### src/rtl/uart_tx_fifo_if.sv
// Producer/transmitter-side signal bundle for uart_tx_fifo.
// LEVEL and the DEPTH_LOG2 parameter exist only when UART_TX_FIFO_LEVEL_EN is defined.
interface uart_tx_fifo_if
`ifdef UART_TX_FIFO_LEVEL_EN
  #(parameter int DEPTH_LOG2 = 4)
`endif
  ;

  // Handshake semantics:
  // - WR_EN is a one-cycle write strobe with no ready.
  //   A strobe seen while FULL=1 is dropped and latches OVERFLOW.
  // - TX_DV is a one-cycle launch toward uart_tx, carrying TX_BYTE.
  //   TX_BYTE then holds until the transmitter returns its one-cycle TX_DONE.
  logic       WR_EN;
  logic [7:0] WR_BYTE;
  logic       FULL;
  logic       EMPTY;
  logic       OVERFLOW;
  logic       TX_DV;
  logic [7:0] TX_BYTE;
  logic       TX_DONE;
  logic       BUSY;
`ifdef UART_TX_FIFO_LEVEL_EN
  logic [DEPTH_LOG2:0] LEVEL;

  modport master (
    output WR_EN, WR_BYTE, TX_DONE,
    input  FULL, EMPTY, OVERFLOW, TX_DV, TX_BYTE, BUSY, LEVEL
  );

  modport slave (
    input  WR_EN, WR_BYTE, TX_DONE,
    output FULL, EMPTY, OVERFLOW, TX_DV, TX_BYTE, BUSY, LEVEL
  );
`else
  modport master (
    output WR_EN, WR_BYTE, TX_DONE,
    input  FULL, EMPTY, OVERFLOW, TX_DV, TX_BYTE, BUSY
  );

  modport slave (
    input  WR_EN, WR_BYTE, TX_DONE,
    output FULL, EMPTY, OVERFLOW, TX_DV, TX_BYTE, BUSY
  );
`endif

endinterface

### src/rtl/uart_tx_fifo.sv
// Byte FIFO feeding uart_tx: queues writes and launches one byte per frame.
// Defining UART_TX_FIFO_LEVEL_EN adds the LEVEL occupancy output on the interface.
module uart_tx_fifo #(
  parameter int DEPTH_LOG2 = 4
) (
  input  logic          SER_CLK,
  input  logic          RST,
  uart_tx_fifo_if.slave bus,
  output logic          dbg_state
);

  localparam int DEPTH = 2 ** DEPTH_LOG2;
  localparam int PW    = DEPTH_LOG2;
  localparam int CW    = DEPTH_LOG2 + 1;

  localparam logic [CW-1:0] FULL_CNT = CW'(DEPTH);

  typedef enum logic {
    IDLE      = 1'b0,
    WAIT_DONE = 1'b1
  } state_t;

  state_t        state_q;
  state_t        state_n;
  logic [7:0]    mem [DEPTH];
  logic [PW-1:0] rd_q;
  logic [PW-1:0] wr_q;
  logic [CW-1:0] cnt_q;
  logic [CW-1:0] cnt_n;

  logic       full_q;
  logic       empty_q;
  logic       busy_q;
  logic       overflow_q;
  logic       tx_dv_q;
  logic [7:0] tx_byte_q;

  logic wr_acc;
  logic drop;
  logic pop;
  logic tx_dv_n;
  logic full_n;
  logic empty_n;
  logic busy_n;

  always_comb begin
    state_n = state_q;
    pop     = 1'b0;
    tx_dv_n = 1'b0;
    wr_acc  = bus.WR_EN && !full_q;
    drop    = bus.WR_EN && full_q;

    case (state_q)
      IDLE: begin
        // TX_DONE is ignored here; only a non-empty queue starts a frame.
        if (!empty_q) begin
          pop     = 1'b1;
          tx_dv_n = 1'b1;
          state_n = WAIT_DONE;
        end
      end
      WAIT_DONE: begin
        if (bus.TX_DONE) begin
          state_n = IDLE;
        end
      end
      default: state_n = IDLE;
    endcase

    // A pop never frees a slot for a write in the same cycle while FULL=1.
    case ({wr_acc, pop})
      2'b10:   cnt_n = cnt_q + CW'(1);
      2'b01:   cnt_n = cnt_q - CW'(1);
      default: cnt_n = cnt_q;
    endcase

    full_n  = (cnt_n == FULL_CNT);
    empty_n = (cnt_n == '0);
    busy_n  = (state_n == WAIT_DONE) || !empty_n;
  end

  always_ff @(posedge SER_CLK) begin
    if (RST) begin
      state_q    <= IDLE;
      rd_q       <= '0;
      wr_q       <= '0;
      cnt_q      <= '0;
      full_q     <= 1'b0;
      empty_q    <= 1'b1;
      busy_q     <= 1'b0;
      overflow_q <= 1'b0;
      tx_dv_q    <= 1'b0;
      tx_byte_q  <= 8'h00;
    end else begin
      state_q <= state_n;
      cnt_q   <= cnt_n;
      full_q  <= full_n;
      empty_q <= empty_n;
      busy_q  <= busy_n;
      tx_dv_q <= tx_dv_n;
      if (wr_acc) begin
        wr_q <= wr_q + PW'(1);
      end
      if (pop) begin
        rd_q      <= rd_q + PW'(1);
        tx_byte_q <= mem[rd_q];
      end
      if (drop) begin
        overflow_q <= 1'b1;
      end
    end
  end

  // Storage carries no reset; cnt alone decides which entries are valid.
  always_ff @(posedge SER_CLK) begin
    if (!RST && wr_acc) begin
      mem[wr_q] <= bus.WR_BYTE;
    end
  end

  assign bus.FULL     = full_q;
  assign bus.EMPTY    = empty_q;
  assign bus.BUSY     = busy_q;
  assign bus.OVERFLOW = overflow_q;
  assign bus.TX_DV    = tx_dv_q;
  assign bus.TX_BYTE  = tx_byte_q;
`ifdef UART_TX_FIFO_LEVEL_EN
  assign bus.LEVEL    = cnt_q;
`endif

  assign dbg_state = state_q;

endmodule
### src/flat_wrapper.sv
// flat-port wrapper written by rule: the top's interface ports become plain ports
module uart_tx_fifo_flat 
#(
  parameter int DEPTH_LOG2 = 4
)
  (SER_CLK, RST, dbg_state, bus_WR_EN, bus_WR_BYTE, bus_TX_DONE, bus_FULL, bus_EMPTY, bus_OVERFLOW, bus_TX_DV, bus_TX_BYTE, bus_BUSY);
  uart_tx_fifo_if bus_i ();
  input  logic SER_CLK;
  input  logic RST;
  output logic dbg_state;
  input wire logic [$bits(bus_i.WR_EN)-1:0] bus_WR_EN;
  input wire logic [$bits(bus_i.WR_BYTE)-1:0] bus_WR_BYTE;
  input wire logic [$bits(bus_i.TX_DONE)-1:0] bus_TX_DONE;
  output wire logic [$bits(bus_i.FULL)-1:0] bus_FULL;
  output wire logic [$bits(bus_i.EMPTY)-1:0] bus_EMPTY;
  output wire logic [$bits(bus_i.OVERFLOW)-1:0] bus_OVERFLOW;
  output wire logic [$bits(bus_i.TX_DV)-1:0] bus_TX_DV;
  output wire logic [$bits(bus_i.TX_BYTE)-1:0] bus_TX_BYTE;
  output wire logic [$bits(bus_i.BUSY)-1:0] bus_BUSY;
  assign bus_i.WR_EN = bus_WR_EN;
  assign bus_i.WR_BYTE = bus_WR_BYTE;
  assign bus_i.TX_DONE = bus_TX_DONE;
  assign bus_FULL = bus_i.FULL;
  assign bus_EMPTY = bus_i.EMPTY;
  assign bus_OVERFLOW = bus_i.OVERFLOW;
  assign bus_TX_DV = bus_i.TX_DV;
  assign bus_TX_BYTE = bus_i.TX_BYTE;
  assign bus_BUSY = bus_i.BUSY;
  uart_tx_fifo #(.DEPTH_LOG2(DEPTH_LOG2)) u_core (.SER_CLK(SER_CLK), .RST(RST), .bus(bus_i), .dbg_state(dbg_state));
endmodule
### config.mk
export PLATFORM = sky130hd
export DESIGN_NAME = uart_tx_fifo_flat
export DESIGN_NICKNAME = d
export VERILOG_FILES = /design/src/rtl/uart_tx_fifo_if.sv /design/src/rtl/uart_tx_fifo.sv /design/src/flat_wrapper.sv
export SDC_FILE = /design/constraint.sdc
export NUM_CORES = 1
export LEC_CHECK = 0
export BUFFER_PORTS_ARGS = -buffer_cell sky130_fd_sc_hd__buf_2
export CORE_MARGIN = 2
export CORE_UTILIZATION = 40
export DETAILED_ROUTE_END_ITERATION = 16
export HOLD_SLACK_MARGIN = 0.03
export RECOVER_POWER = 50
export SLEW_MARGIN = 0
export SYNTH_ARGS = -nofsm -noshare
export SYNTH_HDL_FRONTEND = slang
export SYNTH_SLANG_ARGS = --single-unit
### constraint.sdc
create_clock -name SER_CLK -period 3.75 [get_ports SER_CLK]
set_clock_uncertainty 0.15 [all_clocks]
set_input_delay 0 -clock SER_CLK [delete_from_list [all_inputs] [get_ports SER_CLK]]
set_output_delay 0 -clock SER_CLK [all_outputs]
set_load 0.02 [all_outputs]
==> reports/metrics.yaml <==
run_status:
  status: "completed"
global_routing:
  grt_pass1_wl_um: 18800
  overflow: 0
  grt_max_degree: 36
  antenna_found_initial: 0
  grt_pass1_vias: 3220
  track_usage: 0.158
timing:
  period_share: 0.901
  holdWs_ns: 0.306
  worst_pin_slew_ns: 1.15
  timing.slew.headroom: 0.231
  slew_viol_final: 0
  fin_setup_tns_ns: 0
  fmax_ghz: 0.296
  setup_viol: 0
  period_needed_ns: 3.38
  hold_violations: 0
  grt_setup_unrepaired: "false"
synthesis:
  synth_edf_count: 128
  synthesis.nets: 369
  yosysTopAreaCell: "edfxtp_1"
  ys_seq_elements: 155
  synth_ff_type: "edfxtp_1"
  netlist_area_um2: 6150
  synth_cell_types: 41
  yosysWarningCount: 0
  yosys-top-cells-area: "edfxtp_1 63%, mux4_2 15%, dfxtp_1 8.8%"
  avgSynthCellArea_um2: 17.6
  synth.top_cell.area_share: 0.625
  yosysSeqAreaShare: 0.713
  syn-instance-count: 350
  async_reset_ff_frac: 0
critical_path:
  critPathBufInv: 1
  slowest_stage: "nor2b_1"
  start_kind: "register"
  arrival_ns: 3.48
  critical_path.cell_chain: "nor2b_1, clkinv_1, nand2_1, xnor2_1, ha_1, a21oi_1, or3_4, a2111oi_4, o31ai_1, nor3b_2, a31oi_1"
  crit_family: "simple AND/OR/NAND/NOR gates"
  cp.required_ns: 3.85
  critPathMaxFanout: 9
  critical_path_class: "register to register"
  endpoint_kind: "register"
  max_stage_delay_ns: 0.52
layout:
  final_cell_mix: "128 x edfxtp_1, 40 x mux4_2, 29 x nand2_1, 29 x nor2_1, 26 x dfxtp_1"
  fin_nets: 418
  antenna_cells: 0
  area_growth_pct: 16.9
  drive_gt1_frac: 0.226
  fillers: 1298
  stdcell_count: 599
  layout_commonest_cell: "edfxtp_1"
routing:
  dr.max_layer_used: "met4"
  wl_per_cell_um: 19.8
  vias: 3147
  drc: 0
  drt_wl_total_um: 11900
  avgViaCountPerCell: 5.25
  wl_met1_um: 5580
  wl_met3_um: 532
  ant_nets: 0
  dr.first_iter.drc_count: 292
  firstDrtPassIters: 4
  wl_met2_um: 5670
clock_tree:
  htreeDepth: 4
  clkLatencyLatePin_ns: 0.42
  cts_sinks: 155
  cts_root_buffer: "clkbuf_16"
  cts-resized-gates: 0
  cts_tree: "done"
  path_clk_slew_ns: 0.06
  clk_path_buf_depth: 2
  cts_buffers: 17
  postCtsSetupBuffers: 0
min_path:
  hp-class: "register to register"
placement:
  dp.cells: 555
  io_buffers: 25
  hpwl_um: 7560
  gp_congestion: 0.793
die:
  io_pins: 26
  start_util: 0.407
  die_h_um: 128
  rows: 45
  design.core.area_um2: 15100
  fp.dieArea_um2: 16400
  die_width_um: 128
power:
  ir_drop_mv: 0.336
  p_leak_nw: 2.30
  powerDensity_nw_per_um2: 646
run:
  maxCapViolations: 0
==> routing by layer <==
layer / track usage / vias to the layer above
met3: 0.0447 / 6
li1: - / 1458
met2: 0.250 / 74
met5: 0 / -
met4: 0.0478 / 0
met1: 0.215 / 1609
==> cell usage after synthesis, types with 2 or more instances <==
library cell and instances:
a21oi_1 13, a31oi_1 2, and3_1 2, buf_1 2
buf_2 6, clkbuf_1 14, dfxtp_1 27, edfxtp_1 128
ha_1 7, inv_1 4, mux4_2 40, nand2_1 29
nand2b_1 3, nand3_1 2, nand4_1 3, nor2_1 29
nor2b_1 2, nor3_1 6, xnor2_1 5, xor2_1 5
==> state kept, by name, indices dropped and copies added, names as in the netlist <==
signal / cells
u_core.wr_q: 4
u_core.dbg_state: 1
u_core.bus.EMPTY: 1
u_core.rd_q: 4
u_core.bus.TX_DV: 1
u_core.mem: 128
u_core.bus.BUSY: 1
u_core.bus.TX_BYTE: 8
u_core.cnt_q: 5
u_core.bus.OVERFLOW: 1
u_core.bus.FULL: 1
==> layout make-up <==
class                           count  area [µm²]  share of cell area
Inverter                            6        22.5             0.00313
Tap cell                          188         235              0.0327
Timing Repair Buffer               52         332              0.0461
Clock buffer                       17         425              0.0592
Clock inverter                     14         135              0.0188
Multi-Input combinational cell    167        1650               0.230
Sequential cell                   155        4390               0.610
==> tightest hold or removal path: cells and delay by family (launching register included) <==
family,cells,cell delay (ns)
AOI/OAI and AO/OA,1,0.05
and+or+nand+nor,1,0.05
DFF,1,0.31
==> timing repair <==
action / in CTS / in global routing
setup endpoints to repair: 0 / 0
hold endpoints to repair: 155 / 0
hold buffers: 13 / 0
==> final timing paths <==
check	start	to	slack [ns]	cells past startpoint
max	u_core.bus.FULL	u_core.bus.BUSY	0.37	11
min	u_core.bus.TX_BYTE[0]	u_core.bus.TX_BYTE[0]	0.31	2
max reg2reg	u_core.bus.FULL	u_core.bus.BUSY	0.37	11
min reg2reg	u_core.bus.TX_BYTE[0]	u_core.bus.TX_BYTE[0]	0.31	2
==> kinds of logic after synthesis <==
group	share of synthesized area
multiplexers	0.150
adder cells (fa/ha/maj)	0.0142
AND/OR/NAND/NOR	0.0633
flip-flops	0.713
XOR/XNOR	0.0142
AO/OA/AOI/OAI	0.0269
buffers and inverters	0.0183
==> report_power, final <==
group	internal [mW]	switching, mW	total, mW
logic	0.424	0.546	0.970
clock network	0.924	0.710	1.63
registers	1.97	0.0744	2.04
==> metrics by stage <==
step            util  instance area (µm²)  power (mW)  worst slack (ns)
6_report       0.476                 7190        4.64             0.369
5_1_grt        0.476                 7190        4.86             0.107
4_1_cts        0.478                 7220        4.71             0.416
3_5_place_dp   0.432                 6530        3.05             0.451
3_3_place_gp   0.432                 6530        3.04             0.550
2_1_floorplan      -                 6150        2.80             0.900
Note: power is estimated with default switching activity, not from simulation.
